**src/rtl/video_timing_gen.sv**
```systemverilog
`default_nettype none
// ============================================================================
// video_timing_gen : pixel clock-enable divider and raster timing generator
// Rev 1.0
// ============================================================================
module video_timing_gen #(
    parameter int CE_DIV   = 4,
    parameter int H_TOTAL  = 384,
    parameter int H_ACTIVE = 320,
    parameter int HS_START = 336,
    parameter int HS_WIDTH = 32,
    parameter int V_TOTAL  = 264,
    parameter int V_ACTIVE = 240,
    parameter int VS_START = 244,
    parameter int VS_WIDTH = 3
) (
    input  logic              clk_video,
    input  logic              reset,
    input  logic signed [3:0] h_adj,
    input  logic signed [2:0] v_adj,
    output logic              ce_pix,
    output logic [8:0]        hcount,
    output logic [8:0]        vcount,
    output logic              HBlank,
    output logic              VBlank,
    output logic              HSync,
    output logic              VSync,
    output logic              frame_start,
    output logic              line_start
);

    localparam int DIV_W = (CE_DIV > 1) ? $clog2(CE_DIV) : 1;

    localparam logic [DIV_W-1:0] c_div_last = DIV_W'(CE_DIV - 1);
    localparam logic [8:0]       c_h_last   = 9'(H_TOTAL - 1);
    localparam logic [8:0]       c_v_last   = 9'(V_TOTAL - 1);
    localparam logic [8:0]       c_h_act    = 9'(H_ACTIVE);
    localparam logic [8:0]       c_v_act    = 9'(V_ACTIVE);

    localparam logic signed [10:0] c_hs_base = 11'(HS_START);
    localparam logic signed [10:0] c_hs_lo   = 11'(H_ACTIVE);
    localparam logic signed [10:0] c_hs_hi   = 11'(H_TOTAL - HS_WIDTH);
    localparam logic signed [10:0] c_hs_w    = 11'(HS_WIDTH);
    localparam logic signed [10:0] c_vs_base = 11'(VS_START);
    localparam logic signed [10:0] c_vs_lo   = 11'(V_ACTIVE);
    localparam logic signed [10:0] c_vs_hi   = 11'(V_TOTAL - VS_WIDTH);
    localparam logic signed [10:0] c_vs_w    = 11'(VS_WIDTH);

    if (CE_DIV < 2 || CE_DIV > 16) begin : g_bad_ce_div
        $error("video_timing_gen: CE_DIV must be in 2..16");
    end
    if (H_ACTIVE >= H_TOTAL) begin : g_bad_h_active
        $error("video_timing_gen: H_ACTIVE must be below H_TOTAL");
    end
    if (V_ACTIVE >= V_TOTAL) begin : g_bad_v_active
        $error("video_timing_gen: V_ACTIVE must be below V_TOTAL");
    end
    if (H_TOTAL > 512 || V_TOTAL > 512) begin : g_bad_total
        $error("video_timing_gen: H_TOTAL and V_TOTAL must not exceed 512");
    end

    logic [DIV_W-1:0]  div_q, div_d;
    logic [8:0]        hcount_q, hcount_d, vcount_q, vcount_d;
    logic              ce_pix_q, ce_pix_d;
    logic              hblank_q, hblank_d, vblank_q, vblank_d;
    logic              hsync_q, hsync_d, vsync_q, vsync_d;
    logic              frame_start_q, frame_start_d, line_start_q, line_start_d;
    logic signed [3:0] h_shadow_q, h_shadow_d;
    logic signed [2:0] v_shadow_q, v_shadow_d;

    logic              pix_tick, h_wrap, v_wrap;
    logic [8:0]        h_next, v_next;
    logic signed [10:0] h_next_s, v_next_s;
    logic signed [10:0] hs_raw, vs_raw, hs0, vs0, hs_end, vs_end;

    assign pix_tick = (div_q == c_div_last);
    assign h_wrap   = (hcount_q == c_h_last);
    assign v_wrap   = (vcount_q == c_v_last);
    assign h_next   = h_wrap ? 9'd0 : hcount_q + 9'd1;
    assign v_next   = !h_wrap ? vcount_q : (v_wrap ? 9'd0 : vcount_q + 9'd1);
    assign h_next_s = signed'({2'b00, h_next});
    assign v_next_s = signed'({2'b00, v_next});

    // Sync starts are the nominal position plus the frame-latched shift, clamped into blanking
    assign hs_raw = c_hs_base + signed'({{7{h_shadow_q[3]}}, h_shadow_q});
    assign vs_raw = c_vs_base + signed'({{8{v_shadow_q[2]}}, v_shadow_q});
    assign hs0    = (hs_raw < c_hs_lo) ? c_hs_lo : ((hs_raw > c_hs_hi) ? c_hs_hi : hs_raw);
    assign vs0    = (vs_raw < c_vs_lo) ? c_vs_lo : ((vs_raw > c_vs_hi) ? c_vs_hi : vs_raw);
    assign hs_end = hs0 + c_hs_w;
    assign vs_end = vs0 + c_vs_w;

    always_comb begin
        div_d         = pix_tick ? '0 : div_q + 1'b1;
        hcount_d      = hcount_q;
        vcount_d      = vcount_q;
        hblank_d      = hblank_q;
        vblank_d      = vblank_q;
        hsync_d       = hsync_q;
        vsync_d       = vsync_q;
        h_shadow_d    = h_shadow_q;
        v_shadow_d    = v_shadow_q;
        ce_pix_d      = pix_tick;
        line_start_d  = pix_tick && h_wrap;
        frame_start_d = pix_tick && h_wrap && v_wrap;
        if (pix_tick) begin
            hcount_d = h_next;
            vcount_d = v_next;
            hblank_d = (h_next >= c_h_act);
            vblank_d = (v_next >= c_v_act);
            hsync_d  = (h_next_s >= hs0) && (h_next_s < hs_end);
            // VSync only moves on the HSync leading pixel so both edges line up
            if (h_next_s == hs0) begin
                vsync_d = (v_next_s >= vs0) && (v_next_s < vs_end);
            end
            if (h_wrap && v_wrap) begin
                h_shadow_d = h_adj;
                v_shadow_d = v_adj;
            end
        end
    end

    always_ff @(posedge clk_video) begin
        if (reset) begin
            div_q         <= '0;
            hcount_q      <= c_h_last;
            vcount_q      <= c_v_last;
            ce_pix_q      <= 1'b0;
            hblank_q      <= 1'b1;
            vblank_q      <= 1'b1;
            hsync_q       <= 1'b0;
            vsync_q       <= 1'b0;
            frame_start_q <= 1'b0;
            line_start_q  <= 1'b0;
            h_shadow_q    <= h_adj;
            v_shadow_q    <= v_adj;
        end else begin
            div_q         <= div_d;
            hcount_q      <= hcount_d;
            vcount_q      <= vcount_d;
            ce_pix_q      <= ce_pix_d;
            hblank_q      <= hblank_d;
            vblank_q      <= vblank_d;
            hsync_q       <= hsync_d;
            vsync_q       <= vsync_d;
            frame_start_q <= frame_start_d;
            line_start_q  <= line_start_d;
            h_shadow_q    <= h_shadow_d;
            v_shadow_q    <= v_shadow_d;
        end
    end

    assign ce_pix      = ce_pix_q;
    assign hcount      = hcount_q;
    assign vcount      = vcount_q;
    assign HBlank      = hblank_q;
    assign VBlank      = vblank_q;
    assign HSync       = hsync_q;
    assign VSync       = vsync_q;
    assign frame_start = frame_start_q;
    assign line_start  = line_start_q;

endmodule
`default_nettype wire

```
**config.mk**
```make
export PLATFORM = sky130hd
export DESIGN_NAME = video_timing_gen
export DESIGN_NICKNAME = d
export VERILOG_FILES = /design/src/rtl/video_timing_gen.sv
export SDC_FILE = /design/constraint.sdc
export NUM_CORES = 1
export LEC_CHECK = 0
export CAP_MARGIN = 20
export CORE_ASPECT_RATIO = 0.75
export CORE_MARGIN = 10
export CORE_UTILIZATION = 35
export CTS_CLUSTER_DIAMETER = 200
export DETAILED_ROUTE_END_ITERATION = 10
export GPL_TIMING_DRIVEN = 0
export HOLD_SLACK_MARGIN = 0.03
export MAX_ROUTING_LAYER = met4
export SKIP_LAST_GASP = 1
export SYNTH_ARGS = -nofsm -noshare
export SYNTH_HDL_FRONTEND = slang
export SYNTH_SLANG_ARGS = --single-unit
```
**constraint.sdc**
```tcl
create_clock -name clk_video -period 3.6 [get_ports clk_video]
set_input_delay 0.36 -clock clk_video [delete_from_list [all_inputs] [get_ports clk_video]]
set_output_delay 0.36 -clock clk_video [all_outputs]
set_load 0.01 [all_outputs]
```
==> results of run 1 <==
per-layer routing:
layer,GRT usage,up-vias
met3,0.03288,6
li1,-,862
met5,-,-
met2,0.1532,34
met4,0.03269,0
met1,0.1602,779
cells by family after synthesis:
group | Yosys count | share of synthesized area
multiplexers | 4 | 0.02091
buffers and inverters | 22 | 0.04428
XOR/XNOR | 14 | 0.06027
AO/OA/AOI/OAI | 39 | 0.1427
AND/OR/NAND/NOR | 91 | 0.2583
adder cells (fa/ha/maj) | 17 | 0.1045
flip-flops | 34 | 0.3690
cells in the mapped netlist (2+ instances only):
master and n:
o21ai_0 5, a21oi_1 10, and2_1 2, nand2_1 21, clkbuf_1 6, buf_2 6
or2_2 2, nor3b_1 3, nor2b_1 4, or4b_4 2, edfxtp_1 7, inv_1 10
a211o_1 5, mux2i_1 2, nand2b_1 7, o21bai_1 3, xor2_1 7, nor4_1 2
nor3_1 7, ha_1 17, xnor2_1 7, nand3_1 8, nor2_1 19, a21o_1 3
a211oi_1 3, nand4_1 4, dfxtp_1 27, nand4b_1 2
cell usage in the layout, fill, tap and decap left out, types with 2 or more instances in the layout:
master and count:
nor3b_1 3, buf_2 6, ha_1 17, dfxtp_1 27, nor4_1 2, nor2b_1 4
xor2_1 7, xnor2_1 7, nor3_1 7, o21bai_1 3, mux2i_1 2, clkdlybuf4s50_1 32
and2_1 2, inv_1 10, nand4b_1 2, a211oi_1 3, nand4_1 4, o21ai_0 5
or2_2 2, clkbuf_8 5, a211o_1 5, edfxtp_1 7, nand2b_1 7, clkbuf_1 7
a21oi_1 10, or4b_4 2, nand2_1 21, a21o_1 3, nor2_1 19, nand3_1 8
worst paths after layout:
check / start / to / slack [ns] / cells past startpoint
hold reg to reg: div_q[0] / div_q[0] / 0.45 / 1
setup reg to reg: hcount[0] / VSync / 0.42 / 11
hold / removal: div_q[0] / div_q[0] / 0.45 / 1
setup / recovery: hcount[0] / VSync / 0.42 / 11
metrics by stage:
step           cells  utilization
3_3_place_gp     328       0.4455
5_1_grt          336       0.4603
4_1_cts          336       0.4603
2_1_floorplan    221            -
6_report         336       0.4603
3_5_place_dp     328       0.4455
power groups by stage:
stage / sequential (W) / clock (W) / combinational, W
after floorplan: 0.000444 / 0 / 0.000293
after global placement: 0.000442 / 0 / 0.000401
after detailed placement: 0.000442 / 0 / 0.000405
after CTS: 0.000434 / 0.000284 / 0.000409
after global routing: 0.000438 / 0.000303 / 0.000460
final: 0.000434 / 0.000277 / 0.000404
cell type report:
cell class,count,area [sq um],area share
multi-input combinational,165,1194,0.4718
sequential,34,750.7,0.2967
timing repair buffer,32,320.3,0.1266
tap,75,93.84,0.03709
clock buffer,6,72.57,0.02868
buffer,12,52.55,0.02077
inverter,10,37.54,0.01484
clock inverter,2,8.758,0.003462
state kept, by name, summed over array words and instances, names as in the netlist:
register	cells
hcount	9
ce_pix	1
h_shadow_q	4
VBlank	1
line_start	1
v_shadow_q	3
VSync	1
div_q	2
vcount	9
frame_start	1
HSync	1
HBlank	1
==> impl_metrics.csv, run 1 <==
group,metric,value,unit
final_layout,syn2layout_area_growth,24.35,%
routing,drtPass1Iterations,4,
sta,finalCritPeriodShare,0.8843,
sta,finClkSkew,0.007208,ns
sta,finalMaxSlewViolations,0,
final_layout,layout.filler_cells,552,
power,pwr-share-seq,0.389,
final_layout,stdcell_area,2530,sq um
routing,highest_layer,"met4",
clock_tree,cts.reportedPaths.clkPinSlew,0.07,ns
floorplanning,chipWidth,108.0,um
sta,rsz0062_at_grt,"false",
synthesis,avgSynthCellArea,9.206,sq um
synthesis,yosys_most_used_dff,"dfxtp_1",
routing,number_of_remaining_drc_errors,0,
clock_tree,cts_post_setup_buffers_inserted,0,
outcome,run_status,"complete, no violations",
synthesis,synth.area.top_cells,"dfxtp_1 27%, ha_1 10%, edfxtp_1 10%",
power,design_power_total,0.001115,W
final_layout,drive_gt1_frac,0.09962,
grt,number_of_global_route_vias_before_repair,1650,
power,power.density,440.7,nW/um^2
clock_tree,tritoncts,"built",
sta,whs,0.4523,ns
sta,fin_tns_setup,0,ns
setup_path,worstSetupEndpointType,"register",
setup_path,critical_path.slowest_cell,"nor2_1",
clock_tree,ctsRootBufferMaster,"clkbuf_8",
routing,routed_wirelength,4933,um
clock_tree,clk_latency,0.29,ns
setup_path,critical_path_required,3.82,ns
clock_tree,ctsHoldBuffers,0,
sta,transition_time_of_the_tightest_slew_check_pin,0.6643,ns
routing,routedWlPerCell,14.68,um
power,p_comb_frac,0.363,
power,power.switching_fraction,0.3516,
place,detailedPlace.worstSlack,0.4295,ns
power,power.clock.fraction,0.248,
flow_run,max-cap-violations,0,
clock_tree,max-clock-path-buffers,2,
power,total_switching_power,0.0003920,W
sta,clock.fmax,314.1,MHz
synthesis,async_reset_ff_frac,0,
grt,largest_net_degree_at_the_start_of_global_routing,11,
setup_path,timing.critical_path.mode_cell,"ha_1",
sta,worst_slew_margin_rel,0.5555,
synthesis,synth_warnings,0,
synthesis,yosysTopAreaCellShare,0.2657,
setup_path,timing.critical_path.buf_inv,0,
clock_tree,clock_sink_count,34,
synthesis,synth-seq-area-share,0.3690,
grt,grt_first_pass_wirelength,8245,um
synthesis,synth_cell_types,48,
sta,timing.final.setup_violations,0,
floorplanning,starting_density_of_the_core,0.3701,
hold_path,hold_class,"register to register",
floorplanning,die-height,86.03,um
place,postPlaceCellArea,2449,sq um
routing,detail_route.wirelength.met1,2721,um
sta,finalHoldViolations,0,
power,p_int,0.0007229,W
clock_tree,cts-buffers-inserted,5,
sta,period_needed,3.184,ns
setup_path,startpoint_type,"register",
setup_path,path_cells,"ha_1 -> nand4b_1 -> nor2_1 -> mux2_2 -> ha_1 -> nor2b_1 -> o21ai_0 -> nand2b_1 -> a211oi_1 -> nand4_1 -> mux2i_1",
floorplanning,design.portCount,34,
synthesis,post_synth_inst_count,221,
setup_path,timing_worst_setup_path_type,"register to register",
routing,wl_met2,1938,um
place,port_buffer_count,32,
synthesis,largest_area_contributor_in_the_synthesized_netlist,"dfxtp_1",
setup_path,timing.critical_path.slowest_cell_delay,0.56,ns
synthesis,syn_nets,247,
routing,dr.first_iter.drc_count,82,
routing,wl_met3,226,um
clock_tree,htree_levels,2,
clock_tree,postCtsResizedCells,0,
final_layout,antenna-diode-count,0,
synthesis,synth_edf_count,7,
floorplanning,die_area,9294,sq um
routing,dr_total_vias,1681,
routing,antenna_nets_post_route,0,
setup_path,critPathMaxFanout,10,
place,gpl.final_weighted_congestion,0.8678,
grt,gr-total-overflow,0,
floorplanning,placeableCoreArea,5497,sq um
synthesis,ys_seq_elements,34,
power,max-vdd-ir-drop,0.0001665,V
setup_path,arrival,3.40,ns
power,p_leak,1.022,nW
final_layout,layout.nets,286,
floorplanning,fp-row-count,23,
synthesis,synthesis.area,2034,sq um
grt,number_of_antenna_violations_at_the_first_check_in_global_routing,0,
routing,routed_via_density,5.003,
sta,post-route-worst-setup-slack,0.4165,ns
setup_path,crit_family,"simple AND/OR/NAND/NOR gates",
grt,globalRouteTotalUtil,0.1145,
place,dp.final_hpwl,3700,um
No activity file was read; power rests on OpenSTA's default activity.
==> run 2, diff against run 1 <==
SETUP_SLACK_MARGIN = 0.02   (was unset)
==> results of run 2 <==
Same layout as run 1: the final DEF is identical, and so are final timing and power.
